[src/rtl/sr595_chain_driver_pkg.sv]
// Shared definitions for the 74HC595 chain driver: frame-sequencer state
// encodings and a counter width helper.
package sr595_chain_driver_pkg;

  typedef logic [2:0] state_t;

  localparam logic [2:0] S_IDLE  = 3'd0;
  localparam logic [2:0] S_CLR   = 3'd1;
  localparam logic [2:0] S_SH_LO = 3'd2;
  localparam logic [2:0] S_SH_HI = 3'd3;
  localparam logic [2:0] S_LT_HI = 3'd4;
  localparam logic [2:0] S_LT_LO = 3'd5;

  // Bits needed to count 0..n-1, never less than one.
  function automatic int cnt_width(input int n);
    return (n > 1) ? $clog2(n) : 1;
  endfunction

endpackage

[src/rtl/sr_phase_timer.sv]
// Half-phase timer: a down-counter reloaded with HALF_PERIOD-1 on start and
// on every terminal count, so consecutive phases chain without gaps.
module sr_phase_timer
  import sr595_chain_driver_pkg::*;
#(
  parameter int HALF_PERIOD = 1
) (
  input  logic clk,
  input  logic reset,
  input  logic start,
  output logic tick
);

  localparam int CW = cnt_width(HALF_PERIOD);
  localparam logic [CW-1:0] RELOAD = CW'(HALF_PERIOD - 1);

  logic [CW-1:0] cnt;

  // Count down to zero, then reload for the next phase.
  always_ff @(posedge clk) begin
    if (reset || start) begin
      cnt <= RELOAD;
    end else if (cnt == '0) begin
      cnt <= RELOAD;
    end else begin
      cnt <= cnt - CW'(1);
    end
  end

  assign tick = (cnt == '0);

endmodule

[src/rtl/sr595_chain_driver.sv]
// Serialises one frame into a 74HC595 daisy-chain (DS/SHCP/STCP/MR_n/OE_n).
//
// state   | meaning
// --------+-------------------------------------------------------------
// S_IDLE  | waiting; accepts a frame or starts a pending clear
// S_CLR   | mr_n low for one half-phase (commanded or auto clear)
// S_SH_LO | ds presents the current bit, shcp low
// S_SH_HI | shcp high, ds held
// S_LT_HI | stcp high, latches the shift register
// S_LT_LO | stcp low; oe_n enabled on exit
module sr595_chain_driver
  import sr595_chain_driver_pkg::*;
#(
  parameter int DATA_W      = 8,
  parameter int HALF_PERIOD = 1,
  parameter bit MSB_FIRST   = 1'b0,
  parameter bit AUTO_CLEAR  = 1'b0
) (
  input  logic              clk,
  input  logic              reset,
  input  logic              load_valid,
  input  logic [DATA_W-1:0] load_data,
  output logic              load_ready,
  input  logic              clear_req,
  output logic              ds,
  output logic              shcp,
  output logic              stcp,
  output logic              mr_n,
  output logic              oe_n,
  output logic              busy,
  output logic              done
);

  localparam int IW = cnt_width(DATA_W);
  localparam logic [IW-1:0] LAST_IDX = IW'(DATA_W - 1);

  state_t            state, state_nxt;
  logic [IW-1:0]     bit_idx, idx_nxt;
  logic [DATA_W-1:0] data_q, data_nxt, data_ord;
  logic              clear_pend, clr_only;
  logic              accept, start, tick, frame_end;

  // A clear request arriving in the same cycle as a load must win, so the
  // raw request also blocks ready before it has been registered.
  assign load_ready = (state == S_IDLE) && !clear_pend && !clear_req;
  assign accept     = load_valid && load_ready;
  assign start      = (state == S_IDLE) && (clear_pend || accept);
  assign frame_end  = (state == S_LT_LO) && tick;

  sr_phase_timer #(.HALF_PERIOD(HALF_PERIOD)) u_timer (
    .clk   (clk),
    .reset (reset),
    .start (start),
    .tick  (tick)
  );

  // Bit order is resolved once here so the shifter always walks index 0 up.
  for (genvar i = 0; i < DATA_W; i++) begin : g_ord
    assign data_ord[i] = MSB_FIRST ? data_nxt[DATA_W-1-i] : data_nxt[i];
  end

  // Next-state, next bit index and data capture.
  always_comb begin
    state_nxt = state;
    idx_nxt   = bit_idx;
    data_nxt  = data_q;
    case (state)
      S_IDLE: begin
        if (clear_pend) begin
          state_nxt = S_CLR;
        end else if (accept) begin
          state_nxt = AUTO_CLEAR ? S_CLR : S_SH_LO;
          data_nxt  = load_data;
          idx_nxt   = '0;
        end
      end
      S_CLR:   if (tick) state_nxt = clr_only ? S_LT_HI : S_SH_LO;
      S_SH_LO: if (tick) state_nxt = S_SH_HI;
      S_SH_HI: begin
        // The last bit leaves bit_idx alone so it never overflows its width.
        if (tick) begin
          if (bit_idx == LAST_IDX) begin
            state_nxt = S_LT_HI;
          end else begin
            state_nxt = S_SH_LO;
            idx_nxt   = bit_idx + IW'(1);
          end
        end
      end
      S_LT_HI: if (tick) state_nxt = S_LT_LO;
      S_LT_LO: if (tick) state_nxt = S_IDLE;
      default: state_nxt = S_IDLE;
    endcase
  end

  // Control state, capture register and pending-clear bookkeeping.
  always_ff @(posedge clk) begin
    if (reset) begin
      state      <= S_IDLE;
      bit_idx    <= '0;
      data_q     <= '0;
      clear_pend <= 1'b0;
      clr_only   <= 1'b0;
    end else begin
      state   <= state_nxt;
      bit_idx <= idx_nxt;
      data_q  <= data_nxt;
      if (state == S_IDLE && clear_pend) begin
        clr_only <= 1'b1;
      end else if (accept) begin
        clr_only <= 1'b0;
      end
      if (clear_req) begin
        clear_pend <= 1'b1;
      end else if (state == S_IDLE && clear_pend) begin
        clear_pend <= 1'b0;
      end
    end
  end

  // Pin outputs registered from the next state so they line up with it.
  always_ff @(posedge clk) begin
    if (reset) begin
      ds   <= 1'b0;
      shcp <= 1'b0;
      stcp <= 1'b0;
      mr_n <= 1'b0;
      oe_n <= 1'b1;
      busy <= 1'b0;
      done <= 1'b0;
    end else begin
      shcp <= (state_nxt == S_SH_HI);
      stcp <= (state_nxt == S_LT_HI);
      mr_n <= (state_nxt != S_CLR);
      busy <= (state_nxt != S_IDLE);
      done <= frame_end;
      if (frame_end) oe_n <= 1'b0;
      if (state_nxt == S_SH_LO) ds <= data_ord[idx_nxt];
    end
  end

endmodule

[config.mk]
export PLATFORM = sky130hd
export DESIGN_NAME = sr595_chain_driver
export DESIGN_NICKNAME = d
export VERILOG_FILES = /design/src/rtl/sr595_chain_driver_pkg.sv /design/src/rtl/sr_phase_timer.sv /design/src/rtl/sr595_chain_driver.sv
export SDC_FILE = /design/constraint.sdc
export NUM_CORES = 1
export LEC_CHECK = 0
export CAP_MARGIN = 20
export CORE_MARGIN = 2
export CORE_UTILIZATION = 45
export DETAILED_ROUTE_END_ITERATION = 10
export PLACE_DENSITY = 0.79
export SLEW_MARGIN = 20
export SYNTH_ARGS = -nofsm -noshare
export SYNTH_HDL_FRONTEND = slang
export SYNTH_SLANG_ARGS = --single-unit
[constraint.sdc]
create_clock -name clk -period 4.04 [get_ports clk]
set_input_delay 0.808 -clock clk [delete_from_list [all_inputs] [get_ports clk]]
set_output_delay 0.808 -clock clk [all_outputs]
set_load 0.02 [all_outputs]
== After elaboration in Yosys (flattened, before gate mapping) ==
Index checks and enable logic that the tools add are counted.
Storage, ports and cells
  register bits after elaboration: 24
  word-level logic and storage cells: 66
Operators by class
  muxes and demuxes: 24
  magnitude comparators: 1
  $add $sub $neg: 2
  reductions and logical operators: 15
  equality and inequality tests: 10
  bitwise operators: 1
Operators with widths (count)
  3-bit two-way mux: 13
  8-bit two-way mux: 3
  3-bit case mux with 6 select lines: 1
  3-bit by 2-bit equality test with 1-bit output (second input constant): 4
  3-bit equality test (second input constant): 4
  1-bit logical AND: 6
  3-bit case mux with 2 select lines: 1
  1-bit two-way mux: 5
  3-bit by 4-bit less-than comparator with 1-bit output (second input constant): 1
  2-bit nonzero test: 2
  3-bit by 1-bit adder with 3-bit output (second input constant): 1
  1-bit binary-select mux with 3-bit select: 1
  3-bit by 1-bit equality test with 1-bit output (second input constant): 1
  3-bit logical NOT: 1
  3-bit by 1-bit inequality test with 1-bit output (second input constant): 1
  3-bit nonzero test: 1
  1-bit logical NOT: 2
  1-bit logical OR: 2
  2-bit OR reduction: 1
  1-bit inverter: 1
  1-bit subtractor (second input constant): 1

== Logic depth before layout (Yosys ltp) ==
Gate-level depths: netlist of run 1.
  depth after elaboration: 9
  gate-level depth with buffers: 7
  gate-level depth less buffers: 7

== Hierarchy ==
A second synthesis of run 1 with hierarchy kept.
Unflattened totals
  cells, all modules: 127
  area total of the unflattened synthesis: 1057.3 um^2
By module, submodules not included
  sr595_chain_driver: cells each 124, area an instance 1029.7 um^2, times used 1, seq. area each 460.4 um^2
  sr_phase_timer: cells each 3, area an instance 27.5 um^2, times used 1, seq. area each 20.0 um^2

== Worst setup path before layout of run 1 ==
OpenSTA, ideal clock, no wires.
  path kind: register to output
  from: register state[2]
  to: output load_ready
  data arrival time: 1322 ps
  path slack: 1910 ps
  cell stages (with the launch flop): 4
  cell sequence: dfxtp_1 clkbuf_1 or3_1 nor3_1
Between the ends
  longest elaborated chain between the ends: 3
Ends and longest elaborated chain
  start: declaration: line sr595_chain_driver.sv:37  | state_t state, state_nxt;
  start signal: assignment: line sr595_chain_driver.sv:105  | state <= state_nxt;
  3-bit logical NOT: line sr595_chain_driver.sv:45  | assign load_ready = (state == S_IDLE) && !clear_pend && !clear_req;
  1-bit logical AND (2 in a row): line sr595_chain_driver.sv:45
  end: declaration: line sr595_chain_driver.sv:23  | output logic load_ready,
Every way passes these cells.

== Worst setup path after layout of run 1 ==
  from: input clear_req
  to: output load_ready
Between the ends
  longest elaborated chain between the ends: 2
Ends and longest elaborated chain
  start: declaration: line sr595_chain_driver.sv:24  | input logic clear_req,
  1-bit logical NOT: line sr595_chain_driver.sv:45
  1-bit logical AND: line sr595_chain_driver.sv:45
Every way passes these cells.

==> results.cfg, run 1 <==
[run_status]
status = complete, no violations

[synth]
seq_area_frac_synth_pct = 44.9
synth_top_area_share_pct = 44.9
synthTopCellsByArea = dfxtp_1 45%, a21oi_1 7.5%, nand2_1 6.3%, nor2_1 4.6%, a2111oi_4 2.6%
ys_seq_elements = 24
synth_edf_count = 0
synth_compound_area_share_pct = 20.6
ys_types = 41
synth_flop_cell = dfxtp_1
synth.mux.area_fraction_pct = 1.99
syn_area_per_cell_um2 = 8.56
synth_largest_area_cell = dfxtp_1
synth_fa_ha_area_share_pct = 1.17
async_reset_ff_share_pct = 0
yosys.area_share.simple_pct = 28.1
synth_warnings = 0
synth_cells = 125
synth_fp_nets = 138
synth_xor_area_share_pct = 0
synth_top_family_by_area = simple AND/OR/NAND/NOR gates
synth_area_um2 = 1070

[global_routing]
grt_pass1_vias = 865
gr-total-overflow = 0
grt_first_pass_wirelength_um = 3740
grtUsageTotal_pct = 18.0
grt_start_max_net_pins = 23
antenna_found_initial = 0

[worst_setup_path]
slowest_stage = clkdlybuf4s50_1
cp_max_fo = 3
crit_path_start_kind = input pin
crit_top_cell = clkdlybuf4s50_1
slowest_delay_ps = 640
path_class = input pin to output port
path_buf_inv = 2
crit_arrival_ps = 2080
cp-end-kind = output port
worstPathCellList = clkdlybuf4s50_1, nor3_1, clkdlybuf4s50_1
cpLargestDelayFamily = buffers and inverters
worst-endpoint-required_ps = 3230

[clocking]
cts_post_setup_buffers_inserted = 0
ctsHtreeMaxLevel = 1
clockBufferDepth = 2
cts_buffers = 3
cts-root-buf = clkbuf_4
cts_sinks = 24
holdBufCountCts = 0
insertion_delay_ps = 300
clk_pin_slew_worst_paths_ps = 120
cts_tree = yes
cts_resized = 0

[final_layout]
fillers = 192
mostFrequentLayoutCells = 24 x dfxtp_1, 19 x clkdlybuf4s50_1, 18 x nand2_1, 16 x a21oi_1, 13 x nor2_1
drive_above_1_share_pct = 5.67
final_common_cell = dfxtp_1
nets = 156
final_util_pct = 57.9
diodes = 0
syn_to_final_growth_pct = 20.9
stdcell_count = 169

[floorplan]
start_util_pct = 47.9
die-area_um2 = 2780
std_cell_rows = 17
die_h_um = 52.8
dieWidth_um = 52.8
core_um2 = 2230
pin_count = 20

[drt]
ant_nets = 0
wire_per_inst_um = 12.7
drt_wl_total_um = 2140
drt_iter0_drc = 28
vias_per_cell = 5.68
first_pass_iters = 4
via_count = 960
detail_route.drc_violations = 0

[min_path]
min_path_type = flop to flop

[sta]
timing.final.crit_share_pct = 71.6
grt_setup_unrepaired = false
finalCriticalPeriod_ps = 2890
setup_viol = 0
hold_violations = 0
max_freq_ghz = 0.346
slew_headroom_pct = 46.1
drv_slew = 0
fin_skew_ps = 2.51
tightestPinTransition_ps = 807
final.setup.tns_ps = 0

[place]
dpl.hpwl_um = 1540
place.gp.congestion = 0.787
dp.cells = 166
numPortBuffers = 19

[flow_run]
maxCapViolCount = 0

[power]
p_per_area_nw_per_um2 = 347
power_leakage_nw = 0.485
ir_drop_mv = 0.214
## through the flow
| step | power [W] | instance area, um^2 | setup WS, ps | hold WS, ps |
|---|---|---|---|---|
| after floorplan | 0.000322 | 1070 | 1910 | 432 |
| after global placement | 0.000354 | 1270 | 1190 | 443 |
| after detailed placement | 0.000356 | 1270 | 1130 | 447 |
| after CTS | 0.000454 | 1290 | 1120 | 465 |
| after global routing | 0.000470 | 1290 | 1060 | 486 |
| final | 0.000449 | 1290 | 1150 | 460 |
## layout make-up
| class | instances | area (um^2) | area share, % |
|---|---|---|---|
| Clock buffer | 3 | 22.5 | 1.74 |
| Inverter | 2 | 7.51 | 0.580 |
| Multi-Input combinational cell | 93 | 558 | 43.1 |
| Sequential cell | 24 | 480 | 37.1 |
| Tap cell | 28 | 35.0 | 2.71 |
| Timing Repair Buffer | 19 | 190 | 14.7 |
## layer usage
layer  wire (um)  global-route usage (%)
met5           0                       0
met1         981                    23.9
met4          17                    6.84
met2        1010                    29.2
met3         134                    2.57
## flip-flops by register name (all words and copies together), names as in the netlist
signal,count
data_q,8
bit_idx,3
state,3
busy,1
clear_pend,1
clr_only,1
done,1
ds,1
mr_n,1
oe_n,1
shcp,1
stcp,1
u_timer.cnt,1
## worst reg2reg max path, stage by stage, from the launching register on
cell       delay [ps]
dfxtp_1           570
nand4bb_1         190
o21ai_0           390
and2_4            280
mux2_2            340
a221oi_1          230
a311oi_1          120
## report_power, final
group          internal, W  switching, W  total [W]
registers         0.000251     0.0000129   0.000264
logic            0.0000435     0.0000447  0.0000881
clock network    0.0000347     0.0000627  0.0000975
## final timing paths
kind | from | depth (start not counted) | slack [ps] | endpoint
worst max register to register | state[1] | 6 | 1790 | ds
worst max-delay path | clear_req | 3 | 1150 | load_ready
worst min register to register | data_q[4] | 2 | 460 | data_q[4]
worst min-delay path | data_q[4] | 2 | 460 | data_q[4]
## Yosys cell counts (2+ instances only)
library cell,count
a31oi_1,3
a21oi_1,16
nor2_1,13
nand2b_1,2
nor3_1,5
and2_1,2
nand3_1,2
nand2_1,18
dfxtp_1,24
clkbuf_1,5
and3_1,3
or3_1,2
inv_1,2
## cell families after synthesis
kind of cell | count (synthesis)
adders and majority gates | 1
and+or+nand+nor | 57
DFF | 24
muxes | 2
other | 1
AOI/OAI and AO/OA | 32
buffers and inverters | 8
No activity file was read; power rests on OpenSTA's default activity.
==> inputs of run 2 (changes only) <==
Settings changed: PLACE_DENSITY 0.79 to 0.82.
Clock period 4.04 ns to 2.35 ns, I/O delays scaled along.
==> run 2 against run 1 <==
Sequential power up 71%. Combinational power grew 77%. Cell area increased by 2.7%. Critical path depth unchanged. Flip-flop and latch count unchanged. Sequential share of layout area down 0.98 points. Via count down 0.83%. First-iteration DRC count decreased by 32%.
==> results.cfg, run 2 (synthesis gave the netlist of run 1 again) <==
[drt]
via_count = 952
drt_wl_total_um = 2140
drt_iter0_drc = 19
detail_route.drc_violations = 0
ant_nets = 0
first_pass_iters = 6
wire_per_inst_um = 12.4
vias_per_cell = 5.50

[worst_setup_path]
r2r_cells = 7
path_class = flop to output port
crit_path_start_kind = flop
critPathCapture = load_ready
worst-endpoint-required_ps = 1880
startpoint = state[2]
cp_max_fo = 12
r2r-start = bit_idx[0]
cp-end-kind = output port
r2r_end = ds
r2r_slack_ps = 190
crit_arrival_ps = 1750

[sta]
max_freq_ghz = 0.451
finalCriticalPeriod_ps = 2220
fin_skew_ps = 2.65
setup_slack_ps = 135
grt_setup_unrepaired = false
timing.final.crit_share_pct = 94.3
setup_viol = 0
drv_slew = 0
final.setup.tns_ps = 0
hold_violations = 0

[power]
p_switching_w = 0.000221
p_seq_share_pct = 54.9
p_comb_share_pct = 19.0
p_sw_share_pct = 26.8
p_per_area_nw_per_um2 = 620
power_leakage_nw = 0.510
p_clk_share_pct = 26.1
ir_drop_mv = 0.409
internal_power_w = 0.000603

[clocking]
cts-root-buf = clkbuf_4
cts_post_setup_buffers_inserted = 0
clockBufferDepth = 2
cts_buffers = 3
clk_pin_slew_worst_paths_ps = 120
cts_tree = yes
ctsHtreeMaxLevel = 1
holdBufCountCts = 0
cts_sinks = 24
insertion_delay_ps = 310

[final_layout]
diodes = 0
final_common_cell = dfxtp_1
nets = 159
multi_input_area_um2 = 558
fillers = 203
regArea_um2 = 480
largest-register = data_q
mostFrequentLayoutCells = 24 x dfxtp_1, 18 x nand2_1, 18 x clkdlybuf4s50_1, 16 x a21oi_1, 13 x nor2_1
reg_top3 = data_q x8, bit_idx x3, state x3
largest_reg_flops = 8
drive_above_1_share_pct = 8.28
final_util_pct = 59.5
syn_to_final_growth_pct = 24.2

[place]
place_ws_ps = 134
dpl.hpwl_um = 1590
place.gp.congestion = 0.837
numPortBuffers = 19

[floorplan]
core_um2 = 2230
dieWidth_um = 52.8
std_cell_rows = 17
start_util_pct = 47.9
die_h_um = 52.8
pin_count = 20
die-area_um2 = 2780

[run_status]
status = complete, no violations

[min_path]
worstHoldStart = data_q[7]
min_path_type = flop to flop

[global_routing]
gr-total-overflow = 0
grt_start_max_net_pins = 21
antenna_found_initial = 0
grt_first_pass_wirelength_um = 3620
grtUsageTotal_pct = 17.6
grt_pass1_vias = 882

[flow_run]
maxCapViolCount = 0
==> run 2: cell types whose count changed in the layout (fill, tap and decap cells not counted) <==
cell	previous run	this run
clkdlybuf4s50_1	19	18
dlygate4sd2_1	0	1
clkbuf_8	0	1
buf_4	0	3
==> run 2: repair_timing <==
action / 4_1_cts / 5_1_grt
gates resized for setup: 1 / 0
endpoints found under the setup margin: 1 / 0
hold endpoints to repair: 0 / 0
==> run 2: how the worst min path moves through the flow <==
stage,slack [ps],to,cells past startpoint
2_1_floorplan,430,data_q[0],2
3_3_place_gp,440,data_q[1],2
3_5_place_dp,450,data_q[2],2
4_1_cts,470,data_q[2],2
5_1_grt,480,data_q[2],2
6_report,460,data_q[7],2
==> run 2: layout make-up <==
| type | instances | share of cell area, % |
|---|---|---|
| multi-input cells | 93 | 42.0 |
| flip-flops and latches | 24 | 36.2 |
| repair buffers | 22 | 15.9 |
| clock buffers | 4 | 2.73 |
| well taps | 28 | 2.64 |
| inverters | 2 | 0.565 |
==> run 2: critical path, stage by stage (launching register included) <==
cell and delay (ps):
dfxtp_1 440, or3_1 460, nor3_1 170, dlygate4sd2_1 370
==> run 2: power by group through the flow <==
stage	combinational [W]	sequential, W	clock, W
after floorplan	0.0000892	0.000464	0
after global placement	0.000152	0.000460	0
after detailed placement	0.000157	0.000461	0
after CTS	0.000157	0.000452	0.000221
after global routing	0.000172	0.000456	0.000237
final	0.000156	0.000452	0.000215
==> run 2: layer usage <==
metal  vias up  wire length [um]  track usage (%)
li1        485                 -                -
met5         -                 0                0
met2        23              1070             31.0
met1       436               921             19.3
met4         0                72             10.7
met3         8                73             2.86
==> run 2: metrics by stage <==
| step | hold slack (ps) | cell area [um^2] | std cells | total power, W |
|---|---|---|---|---|
| after floorplan | 432 | 1070 | 125 | 0.000553 |
| after global placement | 444 | 1290 | 169 | 0.000613 |
| after detailed placement | 450 | 1290 | 169 | 0.000618 |
| after CTS | 468 | 1330 | 173 | 0.000830 |
| after global routing | 485 | 1330 | 173 | 0.000865 |
| final | 465 | 1330 | 173 | 0.000824 |
